[config.mk]
export PLATFORM = sky130hd
export DESIGN_NAME = testport_writer
export DESIGN_NICKNAME = d
export VERILOG_FILES = /design/src/rtl/testport_pkg.sv /design/src/rtl/testport_writer.sv
export SDC_FILE = /design/constraint.sdc
export NUM_CORES = 1
export LEC_CHECK = 0
export CAP_MARGIN = 20
export CORE_MARGIN = 5
export CORE_UTILIZATION = 45
export DETAILED_ROUTE_END_ITERATION = 8
export GPL_TIMING_DRIVEN = 0
export PLACE_DENSITY_LB_ADDON = 0.3
export RECOVER_POWER = 25
export SLEW_MARGIN = 20
export SYNTH_ARGS = -nofsm -noshare
export SYNTH_HDL_FRONTEND = slang
export SYNTH_SLANG_ARGS = --single-unit
[constraint.sdc]
create_clock -name clk -period 2.7 [get_ports clk]
set_input_delay 0.405 -clock clk [delete_from_list [all_inputs] [get_ports clk]]
set_output_delay 0.405 -clock clk [all_outputs]
set_load 0.03 [all_outputs]
[src/rtl/testport_pkg.sv]
// Shared definitions for the simulation test-port protocol: default address,
// frame symbols, writer state encoding and the bus byte-order helper.
package testport_pkg;

  localparam logic [29:0] TP_TEST_PORT    = 30'h3FF;
  localparam logic [31:0] TP_BEGIN_SYMBOL = 32'h00000168;
  localparam logic [31:0] TP_END_SYMBOL   = 32'hFFFFFD5D;
  localparam int unsigned TP_MAX_WORDS    = 160;
  localparam int unsigned TP_GAP_CYCLES   = 1;

  typedef enum logic [2:0] {
    ST_IDLE      = 3'd0,
    ST_WR_BEGIN  = 3'd1,
    ST_GAP       = 3'd2,
    ST_WAIT_WORD = 3'd3,
    ST_WR_WORD   = 3'd4,
    ST_WR_END    = 3'd5,
    ST_DONE      = 3'd6
  } tp_state_e;

  function automatic logic [31:0] byte_swap32(input logic [31:0] w);
    return {w[7:0], w[15:8], w[23:16], w[31:24]};
  endfunction

endpackage

[src/rtl/testport_writer.sv]
// Streams a framed sequence of result words to the test port as single-word
// bus writes, holding through stalls and forcing a wen-low gap after each write.
module testport_writer
  import testport_pkg::*;
#(
  parameter logic [29:0] TEST_PORT    = TP_TEST_PORT,
  parameter logic [31:0] BEGIN_SYMBOL = TP_BEGIN_SYMBOL,
  parameter logic [31:0] END_SYMBOL   = TP_END_SYMBOL,
  parameter int unsigned MAX_WORDS    = TP_MAX_WORDS,
  parameter int unsigned GAP_CYCLES   = TP_GAP_CYCLES
) (
  input  logic        clk,
  input  logic        rst,
  input  logic        start,
  input  logic        in_valid,
  input  logic [31:0] in_data,
  input  logic        in_last,
  output logic        in_ready,
  input  logic        stall,
  output logic [29:0] addr,
  output logic [31:0] data,
  output logic        wen,
  output logic        busy,
  output logic        done,
  output logic [15:0] word_count
);

  localparam logic [3:0]  GAP_INIT = 4'(GAP_CYCLES - 1);
  localparam logic [15:0] MAX_CNT  = 16'(MAX_WORDS);

  tp_state_e   state_q;
  tp_state_e   ret_q;
  tp_state_e   after_word_d;
  logic [3:0]  gap_q;
  logic        last_q;
  logic        wen_q;
  logic        in_ready_q;
  logic        busy_q;
  logic        done_q;
  logic [29:0] addr_q;
  logic [31:0] data_q;
  logic [15:0] word_count_q;
  logic [15:0] word_count_d;

  // Saturating payload count and the post-gap target once a payload write lands.
  always_comb begin
    word_count_d = word_count_q;
    after_word_d = ST_WAIT_WORD;
    if (word_count_q == MAX_CNT) begin
      word_count_d = word_count_q;
    end else begin
      word_count_d = word_count_q + 16'd1;
    end
    if (last_q || (word_count_d == MAX_CNT)) begin
      after_word_d = ST_WR_END;
    end else begin
      after_word_d = ST_WAIT_WORD;
    end
  end

  // Frame sequencer; every bus-facing output is a register written here.
  always_ff @(posedge clk) begin
    if (rst) begin
      state_q      <= ST_IDLE;
      ret_q        <= ST_IDLE;
      gap_q        <= 4'd0;
      last_q       <= 1'b0;
      wen_q        <= 1'b0;
      in_ready_q   <= 1'b0;
      busy_q       <= 1'b0;
      done_q       <= 1'b0;
      addr_q       <= 30'd0;
      data_q       <= 32'd0;
      word_count_q <= 16'd0;
    end else begin
      case (state_q)
        ST_IDLE, ST_DONE: begin
          if (start) begin
            state_q      <= ST_WR_BEGIN;
            busy_q       <= 1'b1;
            done_q       <= 1'b0;
            word_count_q <= 16'd0;
            addr_q       <= TEST_PORT;
            data_q       <= byte_swap32(BEGIN_SYMBOL);
            wen_q        <= 1'b1;
          end
        end
        ST_WR_BEGIN, ST_WR_WORD, ST_WR_END: begin
          if (!stall) begin
            wen_q   <= 1'b0;
            state_q <= ST_GAP;
            gap_q   <= GAP_INIT;
            case (state_q)
              ST_WR_BEGIN: ret_q <= ST_WAIT_WORD;
              ST_WR_WORD: begin
                ret_q        <= after_word_d;
                word_count_q <= word_count_d;
              end
              default: ret_q <= ST_DONE;
            endcase
          end
        end
        ST_GAP: begin
          // addr and data stay put through the gap; only wen is low here
          if (gap_q == 4'd0) begin
            state_q <= ret_q;
            case (ret_q)
              ST_WAIT_WORD: in_ready_q <= 1'b1;
              ST_WR_END: begin
                wen_q  <= 1'b1;
                data_q <= byte_swap32(END_SYMBOL);
              end
              ST_DONE: begin
                busy_q <= 1'b0;
                done_q <= 1'b1;
              end
              default: state_q <= ST_IDLE;
            endcase
          end else begin
            gap_q <= gap_q - 4'd1;
          end
        end
        ST_WAIT_WORD: begin
          if (in_valid) begin
            data_q     <= byte_swap32(in_data);
            last_q     <= in_last;
            in_ready_q <= 1'b0;
            wen_q      <= 1'b1;
            state_q    <= ST_WR_WORD;
          end
        end
        default: begin
          state_q    <= ST_IDLE;
          wen_q      <= 1'b0;
          in_ready_q <= 1'b0;
          busy_q     <= 1'b0;
        end
      endcase
    end
  end

  assign in_ready   = in_ready_q;
  assign addr       = addr_q;
  assign data       = data_q;
  assign wen        = wen_q;
  assign busy       = busy_q;
  assign done       = done_q;
  assign word_count = word_count_q;

endmodule

Yosys cells after proc, flatten, opt, wreduce, memory -nomap -nowiden
Index checks and enable logic that the tools add are counted.
{"block": "classes", "muxes": 38, "addsub": 2, "eq_ne": 20, "n_reduce_logical": 23, "bitwise_logic": 3}
{"cell": "$mux 32", "count": 4}
{"cell": "$pmux 32 s3", "count": 1}
{"cell": "$mux 16", "count": 4}
{"cell": "$eq 16x8->1 const B", "count": 2}
{"cell": "$pmux 16 s2", "count": 1}
{"cell": "$reduce_and 4->1", "count": 5}
{"cell": "$mux 3", "count": 6}
{"cell": "$add 16x1->16 const B", "count": 1}
{"cell": "$eq 3x3->1 const B", "count": 5}
{"cell": "$ne 2x2->1 const B", "count": 7}
{"cell": "$mux 1", "count": 13}
{"cell": "$pmux 3 s4", "count": 1}
{"cell": "$reduce_and 5->1", "count": 2}
{"cell": "$eq 3x2->1 const B", "count": 3}
{"cell": "$mux 4", "count": 2}
{"cell": "$pmux 4 s2", "count": 1}
{"cell": "$pmux 1 s3", "count": 2}
{"cell": "$pmux 3 s2", "count": 1}
{"cell": "$reduce_and 2->1", "count": 3}
{"cell": "$reduce_bool 2->1", "count": 3}
{"cell": "$reduce_or 3->1", "count": 2}
{"cell": "$reduce_or 5->1", "count": 1}
{"cell": "$logic_not 4->1", "count": 1}
{"cell": "$ne 2x1->1 const B", "count": 2}
{"cell": "11 further kinds", "count": 13}
{"block": "word_totals", "wordCells": 97, "output_inout_bits": 82, "reg_bits": 64, "in_bits": 38}

Logic depth before layout (Yosys ltp)
Gate-level depths: netlist (run 1).
{"block": "depth", "depth_word": 6, "ltp_mapped": 8, "mapped_depth_nobuf": 8}

Worst setup path before layout (run 1)
OpenSTA, ideal clock, no wires.
{"block": "synth_path", "kind": "reg2reg", "startpoint": "register word_count_q[1], in the netlist word_count[1]", "endpoint": "register ret_q[1]", "required_ps": 2580, "t_arrival_ps": 2011, "path_slack_ps": 570, "path_buffers": 0, "synth_period_minus_slack_ps": 2130, "setup_time_ps": 120, "stages_incl_launch_ff": 8, "path_cell_list": "dfxtp_1 -> ha_1 -> and4_1 -> nand3_1 -> o32a_1 -> o21ai_0 -> nand4_1 -> o31a_1"}
{"block": "synth_via", "elab_chain_len": 6, "elab_cells_between_ends": 7, "classes_between": "add/sub (1); eq/ne (2); mux (3); reduce/logical (1)"}
{"item": "start: declaration", "line": "testport_writer.sv:42", "text": "logic [15:0] word_count_q;"}
{"item": "start signal: assignment", "line": "testport_writer.sv:97", "text": "word_count_q <= word_count_d;"}
{"item": "$add 16x1->16 / $eq 16x8->1 (equally long branches)", "line": "testport_writer.sv:52, testport_writer.sv:49"}
{"item": "$mux 16 (*)", "line": "testport_writer.sv:49", "text": "if (word_count_q == MAX_CNT) begin"}
{"item": "$eq 16x8->1 (*)", "line": "testport_writer.sv:54", "text": "if (last_q || (word_count_d == MAX_CNT)) begin"}
{"item": "$logic_or 1x1->1 (*)", "line": "testport_writer.sv:54"}
{"item": "$mux 3 (*)", "line": "testport_writer.sv:54"}
{"item": "$pmux 3 s2 (*)", "line": "testport_writer.sv:93", "text": "case (state_q)"}
{"item": "end signal: assignment", "line": "testport_writer.sv:96", "text": "ret_q <= after_word_d;"}
{"item": "end: declaration", "line": "testport_writer.sv:32", "text": "tp_state_e ret_q;"}
Every way passes the cells marked *; elsewhere a longest branch is shown, timed or not.
A chain may end at the register's enable or synchronous reset.

Worst setup path in the final report (run 1)
{"block": "layout_path", "startpoint": "register word_count_q[0], in the netlist word_count[0]", "endpoint": "register ret_q[1]"}
Same word-level chain as after synthesis.

==> out/qor.txt, run 1 <==
Status - complete, no violations
Mapped Avg Cell Area - 7.551 sq um
Peak supply drop - 0.0003652 V
Synth top area cells - dfxtp_1, a21oi_1, buf_4
Post-Route WL - 10,700 microns
Final slew viol count - 0
Max incr delay on CP - 410 ps
TNS Setup - 0 ps
Port bufs - 97
Minimum clock period after layout - 2269 ps
PwrDens - 691.3 nW/um^2
Post-synthesis sequential area ratio - 34.91%
Critical path's slowest cell - nor4_1
Worst path cell trace - inv_1 -> ha_1 -> nor3b_1 -> nand4_1 -> mux2i_1 -> nor4_1 -> nand4_1 -> o31a_1
Initial DRC count - 240
Vias - 3,848
Top post-synthesis cells by count - dfxtp_1, nand2_1, a21oi_1
CP max FO - 7
Synthesized cell area - 3670 sq um
Layout cells sized above 1 - 12.78%
Row cnt - 33
CP delay by family, top - simple AND/OR/NAND/NOR gates
Drc violations - 0
Yosys reg bits - 64
GPL Wtd Cong - 0.9072
Maximum clock insertion buffer count - 2
GRT overflow - 0
Worst slew margin - 58.64%
Total GRT Usage - 21.21%
Clock latency at the later pin of the worst-skew pair - 360 ps
Final HPWL DP - 7792 microns
Tot Pwr - 3.504 mW
Yosys top cell by area - dfxtp_1
Worst Path Arrival - 2500 ps
Crit path top cell by count - nand4_1
Die ar. - 10,060 sq um
Hold Crit Class - reg2reg
CTS Sinks - 64
Count leader, synth - dfxtp_1
LEAKAGE - 1.962 nW
Pre-CTS setup slack - 130.6 ps
Crit start category - register
TritonCTS clock tree - yes
Achievable Freq - 440.8 MHz
Initial antenna violation count - 0
Synth Warn # - 0
Critical path type - reg2reg
Final count of hold timing violations - 0
Largest net degree at the start of global routing - 13
Drt wl/cell - 14.80 microns
Setup Buffers After CTS - 0
Number of synthesized flops with an enable pin - 0
Crit end category - register
Area of the core - 8093 sq um
Post-CTS Resized - 0
H-tree depth reported by CTS - 3
Num ports - 120
Ys async rst share - 0%
Final Core Density - 62.63%
First-pass GRT wire length - 17,230 microns
Post-DR vias/cell - 5.322
Prevailing post-synth register cell - dfxtp_1
Period Utilization, post-route - 84.02%
Nets - 655
CP required - 2930 ps
Synth Instances - 486
CTS Buf Count - 9
CP bufs+invs - 1
Netlist cell types - 58
Hold Buf Count CTS - 0
Die span in y - 100.3 microns
P&R area growth vs syn - 38.12%
Post-DRT Antenna Nets - 0
Vias in the first global route - 3,585
Max Clock Skew - 15.11 ps
Final WS setup - 431.3 ps
Root Buffer - clkbuf_8
Max Cap Violations - 0
Register clock-pin slew on the reported worst setup and hold paths - 80 ps
Unrepaired setup endpoints after global routing - false
DRT Pass-1 Iters - 5
Worst-margin pin slew - 619.3 ps
Post-synth top area share - 34.91%
Die X - 100.3 microns
Setup Viol. Count Final - 0
ANT cells - 0
Initial Utilization - 45.35%
[sequential cells by signal, indices dropped and copies added, names as in the netlist]
name,flops
addr,1
busy,1
data,32
done,1
gap_q,4
in_ready,1
last_q,1
ret_q,3
state_q,3
wen,1
word_count,16
[layer usage]
layer | vias up | GRT usage, % | wire (microns)
li1 | 1901 | - | -
met1 | 1779 | 27.07 | 4567
met2 | 152 | 34.76 | 5184
met3 | 16 | 5.142 | 778
met4 | 0 | 7.668 | 172
met5 | - | 0 | 0
[worst register-to-register path, delay by kind of cell, from the launching register on]
kind / cells / cell delay (ps)
fa+ha+maj: 1 / 150
mux: 1 / 190
flops: 1 / 380
buf+inv: 1 / 110
simple gates: 4 / 1040
compound gates: 1 / 280
[power breakdown]
group	switching, mW	leakage, nW	internal, mW
combinational	0.885	1.33	0.551
sequential	0.0631	0.519	1.04
clock	0.414	0.109	0.548
total	1.36	1.96	2.14
[worst paths after layout]
| path | start | endpoint | slack, ps | cells after the start |
|---|---|---|---|---|
| hold / removal | data[12] | data[12] | 450 | 2 |
| setup / recovery | word_count[0] | ret_q[1] | 430 | 8 |
| hold reg to reg | data[12] | data[12] | 450 | 2 |
| setup reg to reg | word_count[0] | ret_q[1] | 430 | 8 |
[metrics by stage]
stage / std cells / instance area, sq um / hold slack [ps]
2_1_floorplan: 505 / 3741 / 474.8
4_1_cts: 723 / 5074 / 457.4
6_report: 723 / 5069 / 449.8
3_3_place_gp: 707 / 4843 / 437.2
5_1_grt: 723 / 5069 / 469.8
3_5_place_dp: 707 / 4843 / 446.3
[cell families after synthesis]
logic type	count (synthesis)	synth area share (%)
buffers and inverters	76	11.90
AO/OA/AOI/OAI	98	16.57
flip-flops	64	34.91
other	1	0.1022
XOR/XNOR	14	3.341
multiplexers	3	0.8524
AND/OR/NAND/NOR	226	30.96
adder cells (fa/ha/maj)	4	1.364
[cell type report]
class	instances	area, sq um
multi-input combinational	365	2023
sequential	64	1281
timing repair buffer	97	970.9
clock buffer	10	137.6
buffer	71	412.9
fill	746	3024
tap	105	131.4
clock inverter	6	92.59
inverter	5	18.77
[layout by cell type (no fill, tap or decap), drive strengths merged, types with 3 or more instances in the layout]
cell type / netlist / final
nor2b: 3 / 3
nor3: 18 / 18
nor4: 8 / 8
xor2: 9 / 9
nor4b: 3 / 3
and3: 7 / 7
o21ai: 21 / 21
dfxtp: 64 / 64
xnor2: 5 / 5
clkdlybuf4s50: 0 / 72
nor3b: 5 / 5
a311oi: 6 / 6
nor2: 43 / 43
nand2b: 27 / 27
a21oi: 47 / 47
inv: 5 / 5
clkbuf: 14 / 27
a211oi: 4 / 4
nand3: 37 / 37
a31oi: 3 / 3
dlygate4sd3: 0 / 25
conb: 1 / 20
ha: 4 / 4
nand4: 8 / 8
nand2: 56 / 56
buf: 57 / 54
Power figures use the tool's default switching activity.
==> inputs of run 2 (changes only) <==
==> constraint.sdc (replaced) <==
create_clock -name clk -period 2.25 [get_ports clk]
set_input_delay 0.3375 -clock clk [delete_from_list [all_inputs] [get_ports clk]]
set_output_delay 0.3375 -clock clk [all_outputs]
set_load 0.03 [all_outputs]
==> run 2 against run 1 <==
  * Global-route usage did not move
  * Highest routed layer unchanged
  * Power is 20% higher
  * Non-clock buffer count up 2
  * Clock power rose by 20%
  * First-iteration DRC count is 16% lower
  * Sequential power up 20%
  * Critical endpoint unchanged
  * Critical path type unchanged
==> out/qor.txt, run 2 (synthesis results as in run 1) <==
Maximum clock insertion buffer count - 2
Root Buffer - clkbuf_8
Met3 GRT Util - 5.142%
Layout cells sized above 1 - 14.03%
Post-place instance area - 4843 sq um
GR Util met2 - 34.76%
Die ar. - 10,060 sq um
First-pass GRT wire length - 17,230 microns
Reg2Reg Setup Slack - 80 ps
GPL Wtd Cong - 0.9072
Switching pwr - 1.636 mW
DRT Pass-1 Iters - 4
Final Core Density - 63.05%
Crit path top cell by count - nand4_1
Achievable Freq - 460.1 MHz
Die X - 100.3 microns
Hold Crit Depth - 2
Num ports - 120
Max Clock Skew - 12.78 ps
Post-DRT Antenna Nets - 0
Hold Buf Count CTS - 0
Post-Route WL - 10,740 microns
PwrDens - 825.1 nW/um^2
Initial antenna violation count - 0
Period Utilization, post-route - 96.60%
Sw Ratio - 38.86%
P&R area growth vs syn - 39.04%
Post-DR vias/cell - 5.332
TritonCTS clock tree - yes
GRT overflow - 0
Commonest cells after routing, fill and taps aside - clkdlybuf4s50_1, dfxtp_1, nand2_1
Reg2reg start - word_count[6]
Register clock-pin slew on the reported worst setup and hold paths - 80 ps
Final slew viol count - 0
Vias - 3,866
CP delay by family, top - simple AND/OR/NAND/NOR gates
Worst Path Arrival - 2410 ps
Max Cap Violations - 0
Comb power frac - 41.2%
Row cnt - 33
Total GRT Usage - 21.21%
Commonest non-fill, non-tap cell in the layout - clkdlybuf4s50_1
Design Area, Final - 5102 sq um
Worst slew margin - 59.06%
CTS Buf Count - 9
Clock latency at the later pin of the worst-skew pair - 350 ps
Reg power frac - 31.5%
Port bufs - 97
Max reg flops - 32
Crit start category - register
Final HPWL DP - 7792 microns
Largest net degree at the start of global routing - 13
Peak supply drop - 0.0004383 V
Critical path type - reg2reg
Max incr delay on CP - 400 ps
Area of the core - 8093 sq um
Int Pwr - 2.574 mW
Drt wl/cell - 14.82 microns
Hold Crit Class - reg2reg
CTS Sinks - 64
Die span in y - 100.3 microns
Vias in the first global route - 3,585
Register-to-Register Path Depth - 7
CP bufs+invs - 1
Hold endpoint - data[12]
Hold WS - 449.8 ps
CP required - 2480 ps
Setup Viol. Count Final - 0
Status - complete, no violations
CP max FO - 8
Nets - 657
Hold Path Origin - data[12]
Met1 usage - 27.07%
Worst-margin pin slew - 613.0 ps
Clk pwr share - 27.2%
Worst path cell trace - buf_2 -> nor4b_1 -> nand4_1 -> mux2i_1 -> nor4_1 -> nand4_1 -> o31a_1
Initial DRC count - 202
GRT busiest layer - met2
Final count of hold timing violations - 0
H-tree depth reported by CTS - 3
Reg2reg end - ret_q[1]
Minimum clock period after layout - 2173 ps
Critical path's slowest cell - nor4_1
ANT cells - 0
LEAKAGE - 1.987 nW
Initial Utilization - 45.35%
Crit end category - register
Drc violations - 0
[run 2: layout make-up]
| class | count | area (sq um) |
|---|---|---|
| timing repair buffer | 99 | 985.9 |
| clock buffer | 10 | 137.6 |
| tap | 105 | 131.4 |
| fill | 741 | 2990 |
| clock inverter | 6 | 92.59 |
| multi-input combinational | 365 | 2033 |
| sequential | 64 | 1284 |
| buffer | 71 | 419.2 |
| inverter | 5 | 18.77 |
[run 2: worst register-to-register path: cells and delay by family, from the launching register on]
kind,cells,cell delay (ps)
AO/OA/AOI/OAI,1,270
multiplexers,1,180
buffers and inverters,1,160
AND/OR/NAND/NOR,4,1130
flip-flops,1,310
[run 2: per-layer routing]
layer | share of wire, % | vias up
li1 | - | 1897
met1 | 42 | 1812
met2 | 49 | 141
met3 | 7.3 | 16
met4 | 1.5 | 0
met5 | 0 | -
[run 2: worst max-delay path by stage]
stage          cells past startpoint  slack, ps          start            end
2_1_floorplan                      7        120  word_count[1]       ret_q[1]
3_3_place_gp                       8       -250          stall  word_count[8]
3_5_place_dp                       8       -250          stall  word_count[8]
4_1_cts                            7         20  word_count[6]       ret_q[1]
5_1_grt                            7        -30  word_count[8]       ret_q[1]
6_report                           7         80  word_count[6]       ret_q[1]
[run 2: repair_timing]
action                                  CTS  global route
endpoints found under the setup margin    0             5
buffers inserted                          0             2
resized for setup                         0             6
[run 2: power groups by stage]
stage,clock network (mW),registers [mW],logic [mW]
finish,1.15,1.33,1.74
CTS,1.16,1.33,1.74
global route,1.22,1.35,1.87
global placement,0,1.35,1.71
detailed placement,0,1.35,1.73
floorplan,0,1.54,0.963
[run 2: metrics by stage]
| stage | setup WS [ps] | power [mW] | cells | setup TNS, ps |
|---|---|---|---|---|
| floorplan | 119.6 | 2.501 | 505 | 0 |
| global placement | -246.3 | 3.054 | 707 | -974.6 |
| detailed placement | -251.9 | 3.080 | 707 | -1290 |
| CTS | 24.38 | 4.226 | 723 | 0 |
| global route | -31.14 | 4.433 | 725 | -31.14 |
| finish | 76.54 | 4.210 | 725 | 0 |
